$ cat config.mk
export PLATFORM = sky130hd
export DESIGN_NAME = draw_compositor
export DESIGN_NICKNAME = d
export VERILOG_FILES = /design/src/rtl/draw_compositor.sv
export SDC_FILE = /design/constraint.sdc
export NUM_CORES = 1
export LEC_CHECK = 0
export ABC_AREA = 1
export ABC_CLOCK_PERIOD_IN_PS = 2000
export BUFFER_PORTS_ARGS = -buffer_cell sky130_fd_sc_hd__buf_4
export CAP_MARGIN = 40
export CORE_ASPECT_RATIO = 0.7
export CORE_MARGIN = 10
export CORE_UTILIZATION = 41
export CTS_BUF_LIST = sky130_fd_sc_hd__clkbuf_8
export DETAILED_ROUTE_END_ITERATION = 6
export PLACE_DENSITY = 0.85
export SYNTH_ARGS = -nofsm -noshare
export SYNTH_HDL_FRONTEND = slang
export SYNTH_SLANG_ARGS = --single-unit
$ cat constraint.sdc
create_clock -name clk -period 2 [get_ports clk]
set_clock_uncertainty 0.2 [all_clocks]
set_input_delay 0.3 -clock clk [delete_from_list [all_inputs] [get_ports clk]]
set_output_delay 0.3 -clock clk [all_outputs]
set_load 0.1 [all_outputs]
$ cat src/rtl/draw_compositor.sv
// N-channel pixel compositor: packet-locked arbitration, colour-key transparency and
// screen clipping in front of the VGA write port. Optional counters: DRAW_COMPOSITOR_STATS_EN.
module draw_compositor #(
  parameter int unsigned    NUM_CH          = 4,
  parameter int unsigned    XW              = 9,
  parameter int unsigned    YW              = 8,
  parameter int unsigned    CW              = 12,
  parameter int unsigned    SCREEN_W        = 320,
  parameter int unsigned    SCREEN_H        = 240,
  parameter logic [CW-1:0]  TRANSPARENT_KEY = '0
) (
  input  logic                   clk,
  input  logic                   resetn,
  input  logic                   rr_mode,
  input  logic [NUM_CH-1:0]      key_en,
  input  logic [NUM_CH-1:0]      ch_valid,
  input  logic [NUM_CH-1:0]      ch_last,
  input  logic [NUM_CH*XW-1:0]   ch_x,
  input  logic [NUM_CH*YW-1:0]   ch_y,
  input  logic [NUM_CH*CW-1:0]   ch_color,
  output logic [NUM_CH-1:0]      ch_ready,
  output logic [NUM_CH-1:0]      ch_done,
  output logic [XW-1:0]          X_out,
  output logic [YW-1:0]          Y_out,
  output logic [CW-1:0]          Color_out,
  output logic                   writeEn,
  output logic                   busy,
`ifdef DRAW_COMPOSITOR_STATS_EN
  input  logic                   clear_stats,
  output logic [15:0]            pix_written,
  output logic [15:0]            pix_suppressed,
`endif
  output logic [((NUM_CH > 1) ? $clog2(NUM_CH) : 1)-1:0] grant_id
);

  localparam int unsigned GW = (NUM_CH > 1) ? $clog2(NUM_CH) : 1;
  typedef logic [GW-1:0] gid_t;

  typedef enum logic [1:0] {
    IDLE,
    GRANT,
    STREAM
  } state_t;

  state_t            state, state_nxt;
  gid_t              rr_ptr;
  gid_t              base;
  gid_t              win_id;
  logic              win_found;
  int unsigned       win_off;
  int unsigned       win_sum;
  logic [2*NUM_CH-1:0] dbl_valid;

  logic              sel_valid;
  logic              sel_last;
  logic              sel_key;
  logic [XW-1:0]     sel_x;
  logic [YW-1:0]     sel_y;
  logic [CW-1:0]     sel_c;
  logic              beat;
  logic              suppress;

  // Arbiter: rotating a doubled request vector by the base pointer turns
  // round-robin into a plain first-set search; fixed priority uses base 0.
  always_comb begin
    base      = rr_mode ? rr_ptr : '0;
    dbl_valid = {ch_valid, ch_valid} >> base;
    win_found = 1'b0;
    win_off   = 0;
    for (int unsigned k = 0; k < NUM_CH; k++) begin
      if (!win_found && dbl_valid[k]) begin
        win_found = 1'b1;
        win_off   = k;
      end
    end
    win_sum = 32'(base) + win_off;
    if (win_sum >= NUM_CH)
      win_sum = win_sum - NUM_CH;
    win_id = gid_t'(win_sum);
  end

  // Granted-channel mux
  always_comb begin
    sel_valid = 1'b0;
    sel_last  = 1'b0;
    sel_key   = 1'b0;
    sel_x     = '0;
    sel_y     = '0;
    sel_c     = '0;
    for (int unsigned i = 0; i < NUM_CH; i++) begin
      if (gid_t'(i) == grant_id) begin
        sel_valid = ch_valid[i];
        sel_last  = ch_last[i];
        sel_key   = key_en[i];
        sel_x     = ch_x[i*XW +: XW];
        sel_y     = ch_y[i*YW +: YW];
        sel_c     = ch_color[i*CW +: CW];
      end
    end
  end

  assign beat     = (state == STREAM) && sel_valid;
  assign suppress = (sel_key && (sel_c == TRANSPARENT_KEY)) ||
                    (32'(sel_x) >= SCREEN_W) ||
                    (32'(sel_y) >= SCREEN_H);

  // State register
  always_ff @(posedge clk or posedge resetn) begin
    if (resetn)
      state <= IDLE;
    else
      state <= state_nxt;
  end

  // Next-state logic
  always_comb begin
    state_nxt = state;
    unique case (state)
      IDLE:    if (win_found) state_nxt = GRANT;
      GRANT:   state_nxt = STREAM;
      STREAM:  if (beat && sel_last) state_nxt = IDLE;
      default: state_nxt = IDLE;
    endcase
  end

  // State-decoded outputs
  always_comb begin
    busy     = (state != IDLE);
    ch_ready = '0;
    for (int unsigned i = 0; i < NUM_CH; i++)
      ch_ready[i] = (state == STREAM) && (gid_t'(i) == grant_id);
  end

  // Grant and round-robin pointer
  always_ff @(posedge clk or posedge resetn) begin
    if (resetn) begin
      grant_id <= '0;
      rr_ptr   <= '0;
    end else begin
      if (state == IDLE && win_found)
        grant_id <= win_id;
      if (beat && sel_last)
        rr_ptr <= (32'(grant_id) + 1 >= NUM_CH) ? '0 : gid_t'(32'(grant_id) + 1);
    end
  end

  // Pixel output register; suppressed beats still update coordinates and colour
  always_ff @(posedge clk or posedge resetn) begin
    if (resetn) begin
      X_out     <= '0;
      Y_out     <= '0;
      Color_out <= '0;
      writeEn   <= 1'b0;
      ch_done   <= '0;
    end else begin
      writeEn <= beat && !suppress;
      ch_done <= (beat && sel_last) ? ch_ready : '0;
      if (beat) begin
        X_out     <= sel_x;
        Y_out     <= sel_y;
        Color_out <= sel_c;
      end
    end
  end

`ifdef DRAW_COMPOSITOR_STATS_EN
  always_ff @(posedge clk or posedge resetn) begin
    if (resetn) begin
      pix_written    <= '0;
      pix_suppressed <= '0;
    end else if (clear_stats) begin
      pix_written    <= '0;
      pix_suppressed <= '0;
    end else if (beat) begin
      if (suppress) begin
        if (pix_suppressed != '1)
          pix_suppressed <= pix_suppressed + 16'd1;
      end else begin
        if (pix_written != '1)
          pix_written <= pix_written + 16'd1;
      end
    end
  end
`endif

endmodule

---- After elaboration in Yosys (flattened, before gate mapping) ----
Index checks and enable logic that the tools add are counted.
word-level totals
  flip-flop bits (word level) ............. 40
  input bits .............................. 131
  output and inout port bits .............. 41
  logic and storage cells ................. 84
cells by class
  add/sub/neg operators ................... 3
  magnitude comparators ................... 4
  equality and inequality tests ........... 7
  shift-type cells ........................ 1
  muxes and demuxes ....................... 38
  reduce and logical (&&, ||, !) cells .... 23
operators by type and width
  cell                                                                      count
  32-bit by 3-bit >= comparator with 1-bit output (second input constant)   2
  32-bit 2-to-1 mux                                                         2
  12-bit 2-to-1 mux                                                         4
  9-bit 2-to-1 mux                                                          4
  2-bit by 32-bit adder with 32-bit output                                  1
  8-bit 2-to-1 mux                                                          4
  1-bit 2-to-1 mux                                                          17
  1-bit logical AND                                                         12
  12-bit zero test                                                          1
  2-bit 2-to-1 mux                                                          5
  9-bit >= comparator (second input constant)                               1
  8-bit >= comparator (second input constant)                               1
  8-bit by 2-bit right shift with 4-bit output                              1
  2-bit one-hot mux with 3 select lines                                     1
  2-bit equality test (first input constant)                                2
  1-bit zero test                                                           4
  2-bit zero test                                                           2
  4-bit 2-to-1 mux                                                          1
  2-bit by 1-bit adder with 3-bit output (second input constant)            1
  1-bit by 2-bit equality test with 1-bit output (first input constant)     1
  2-bit by 1-bit equality test with 1-bit output (second input constant)    1
  2-bit equality test (second input constant)                               1
  1-bit logical OR                                                          2
  2-bit by 1-bit inequality test with 1-bit output (second input constant)  1
  4 further kinds                                                           4

---- Longest topological paths before layout ----
  word-level depth ........................ 15
  depth in mapped cells ................... 16
  mapped depth without buffers ............ 14

---- Worst setup path after synthesis ----
OpenSTA, ideal clock, no wires.
  path type ............................... flip-flop to output port
  start point ............................. register grant_id[1] in the netlist's numbering
  end point ............................... output ch_ready[2]
  arrival time ............................ 2916 ps
  data required time ...................... 1500 ps
  setup slack ............................. -1416 ps
  cell stages (with the launch flop) ...... 5
  buffers on the path ..................... 1
  path through ............................ dfrtp_1 -> ha_1 -> inv_2 -> clkbuf_1 -> nor2_1
on the way
  longest elaborated chain between the ends .. 2
ends and longest elaborated chain
  what                    RTL line  text
  from (decl)             33        output logic [((NUM_CH > 1) ? $clog2(NUM_CH) : 1)-1:0] grant_id
  from (signal assigned)  141       grant_id <= win_id;
  2-bit equality test     131       ch_ready[i] = (state == STREAM) && (gid_t'(i) == grant_id);
  1-bit logical AND       131
  to (decl)               21        output logic [NUM_CH-1:0] ch_ready,
No other way between the ends.

---- Worst setup path after layout ----
  start point ............................. register rr_ptr[0]
  end point ............................... register grant_id[1] in the netlist's numbering
on the way
  longest elaborated chain between the ends .. 15
  elaborated cells on any way between the ends .. 20
  those cells by class .................... add/sub: 2; order compare: 1; shift: 1; mux: 9; reduce/logical: 7
ends and longest elaborated chain
  what                                                                                                            RTL line  text
  from (decl)                                                                                                     46        gid_t rr_ptr;
  from (signal assigned)                                                                                          143       rr_ptr <= (32'(grant_id) + 1 >= NUM_CH) ? '0 : gid_t'(32'(grant_id) + 1);
  2-bit 2-to-1 mux (*)                                                                                            66        base = rr_mode ? rr_ptr : '0;
  8-bit by 2-bit right shift with 4-bit output                                                                    67        dbl_valid = {ch_valid, ch_valid} >> base;
  1-bit 2-to-1 mux                                                                                                71        if (!win_found && dbl_valid[k]) begin
  1-bit zero test                                                                                                 71
  1-bit logical AND                                                                                               71
  1-bit 2-to-1 mux                                                                                                71
  1-bit zero test                                                                                                 71
  1-bit logical AND                                                                                               71
  1-bit 2-to-1 mux                                                                                                71
  1-bit zero test                                                                                                 71
  1-bit logical AND                                                                                               71
  32-bit 2-to-1 mux                                                                                               71
  2-bit by 32-bit adder with 32-bit output                                                                        76        win_sum = 32'(base) + win_off;
  32-bit by 3-bit >= comparator with 1-bit output or 2-bit by 1-bit subtractor with 2-bit output (tied branches)  77, 78
  2-bit 2-to-1 mux                                                                                                77        if (win_sum >= NUM_CH)
Mark *: on every way between the ends. The rest lies on a longest branch, timed or not.
A chain may end at the register's enable or synchronous reset.

==> impl_metrics.json <==
{
  "die-area_mm2": 0.0108,
  "viasPerCell": 4.98,
  "final_cell_mix": "buf_4 (196), nand2_1 (182), nor2_1 (43), dfrtp_1 (38), o21ai_1 (24)",
  "grt-busiest-layer": "met2",
  "syn_to_final_growth_pct": 75.7,
  "grt_antenna_before_repair": 0,
  "coreArea_mm2": 0.00679,
  "crit_arrival_ps": 2150,
  "clk_pin_slew_ps": 80,
  "cp_max_fo": 8,
  "avgSynthCellArea_um2": 6.46,
  "grt_use_total": 0.219,
  "grt_use_met1": 0.240,
  "worstPathRequired_ps": 2030,
  "grtUsageMet3": 0.0793,
  "p_leak_nw": 2.65,
  "die_width_um": 120,
  "initial_core_util": 0.423,
  "fin_setup_tns_ps": -1740,
  "gp_congestion": 0.909,
  "cpMaxStageDelayCell": "dfrtp_1",
  "drcViolationCount": 0,
  "drv_cap": 0,
  "min_from": "ch_y[24]",
  "peakVddDrop_mv": 1.27,
  "root_buffer": "clkbuf_8",
  "tightestPinTransition_ps": 814,
  "slew_headroom": 0.454,
  "cts_made_buffers": 5,
  "diodes": 0,
  "status": "finished with violations",
  "grt_pass1_wl_mm": 19.4,
  "synthFlopType": "dfrtp_1",
  "grt_max_degree": 35,
  "ant_nets": 0,
  "cts_sinks": 40,
  "ios": 172,
  "yosys_warnings": 0,
  "clk_latency_ps": 300,
  "synth_area_leader_cell": "dfrtp_1",
  "die_height_um": 90.0,
  "first_pass_iters": 5,
  "totalWireLength_mm": 12.5,
  "crit_chain": "nand2_4, nand2_1, o21ai_1, inv_1, o21ai_2, inv_1, a21oi_2, nor2_1, ha_2, xnor2_2, o21bai_1, nand2_1, o21ai_1",
  "synthCells": 444,
  "finalSetupViolCount": 41,
  "end_kind": "flip-flop",
  "finalPower_w": 0.00937,
  "drive_gt1_frac": 0.431,
  "fin_crit_sh": 1.06,
  "post-place-ws_ps": -291,
  "rsz0062_at_grt": "true",
  "ys_types": 28,
  "synth_seq_cells": 40,
  "overflow": 0,
  "yosysSeqAreaShare": 0.349,
  "period_minus_slack_ps": 2120,
  "initialDrtViolationCount": 232,
  "netlist_area_mm2": 0.00287,
  "ys_async_sr_fraction": 1.00,
  "r2r-start": "rr_ptr[0]",
  "slew_viol_final": 0,
  "crit_path_max_incr_delay_ps": 420,
  "max_freq_mhz": 471,
  "portBuffers": 171,
  "h-tree-depth": 2,
  "cp_top_family": "compound AO/OA/AOI/OAI gates",
  "whs_ps": 88.2,
  "pwr_density_cell_mw_per_mm2": 1860,
  "worst_slack_ps": -121,
  "synth_edf_count": 0,
  "syn_nets": 580,
  "hpwl_mm": 9.81,
  "mostFrequentLayoutCell": "buf_4",
  "nets": 780,
  "path_buf_inv": 2,
  "num_vias": 3682,
  "grt_pass1_vias": 3863,
  "violations": "setup timing",
  "rows": 25,
  "path_class": "reg2reg",
  "synthTopCellsByArea": "dfrtp_1 (35%), nand2_1 (25%), nor2_1 (6.4%)",
  "hold_violations": 0,
  "crit_start": "rr_ptr[0]",
  "clock_path_buffers": 2,
  "hold_class": "in2reg",
  "start_kind": "flip-flop",
  "synth.top_cell.area_share": 0.349,
  "finish.utilization": 0.743,
  "cts_tree": "built",
  "met2_usage": 0.382,
  "wire_per_inst_um": 16.9
}
==> state kept, by name (all words and copies together) (netlist names) <==
register,flops
state,2
grant_id,2
Y_out,8
rr_ptr,2
writeEn,1
ch_done,4
X_out,9
Color_out,12
==> routing by layer <==
| layer | part of all wire | up-vias |
|---|---|---|
| li1 | - | 1812 |
| met1 | 0.39 | 1658 |
| met2 | 0.49 | 186 |
| met3 | 0.10 | 26 |
| met5 | 0 | - |
| met4 | 0.021 | 0 |
==> layout make-up <==
type	instances	area (µm²)
clock buffers	7	96.3
repair buffers	217	1830
well taps	94	118
flip-flops and latches	40	1010
clock inverters	1	30.0
multi-input cells	355	1850
fillers	546	1740
inverters	25	116
==> power by group <==
group | switching [W] | internal (W) | leakage, nW
Sequential | 0.000239 | 0.00115 | 0.510
Combinational | 0.00491 | 0.00234 | 2.08
Clock | 0.000298 | 0.000441 | 0.0645
Total | 0.00545 | 0.00393 | 2.65
==> repair_timing <==
| item | CTS | global route |
|---|---|---|
| hold endpoints to repair | 18 | 0 |
| hold buffers | 1 | 0 |
| buffers inserted | 7 | 1 |
| resized for setup | 43 | 32 |
| gates cloned | 0 | 1 |
| endpoints found under the setup margin | 42 | 44 |
| pin swaps | 10 | 17 |
==> cell usage after synthesis, types with 2 or more instances <==
library cell  number
buf_4              3
o21ai_0           22
nand3_1           11
o211ai_1           2
a21oi_1           23
ha_1               5
inv_2              4
inv_1             20
o21ai_1           19
buf_6              2
nand2_1          194
mux2i_1           10
clkbuf_1           6
buf_2             13
nor2_1            49
a22oi_1           10
dfrtp_1           40
==> logic make-up after synthesis <==
logic type | share of synthesized area
AO/OA/AOI/OAI | 0.156
XOR/XNOR | 0.00305
adder cells (fa/ha/maj) | 0.0218
buffers and inverters | 0.0798
flip-flops | 0.349
multiplexers | 0.0349
AND/OR/NAND/NOR | 0.356
==> worst reg2reg max path: stages, from the launching register on <==
cell      delay [ps]
dfrtp_1          420
nand2_4          110
nand2_1           60
o21ai_1           90
inv_1             90
o21ai_2          150
inv_1             80
a21oi_2          130
nor2_1            50
ha_2             190
xnor2_2          140
o21bai_1         130
nand2_1           70
o21ai_1          130
==> path summary, 6_finish.rpt <==
check | to | slack, ps | depth (start not counted)
max | grant_id[1] | -120 | 13
min | Y_out[0] | 90 | 3
max reg2reg | grant_id[1] | -120 | 13
min reg2reg | X_out[8] | 290 | 2
max in group asynchronous | X_out[0] | 640 | 4
min in group asynchronous | ch_done[1] | 410 | 3
==> metrics by stage <==
step	instance area (µm²)	std cells
after CTS	4930	737
after global routing	5040	739
after detailed placement	4570	721
final	5040	739
after global placement	4570	721
after floorplan	2950	444
Power figures use the tool's default switching activity.
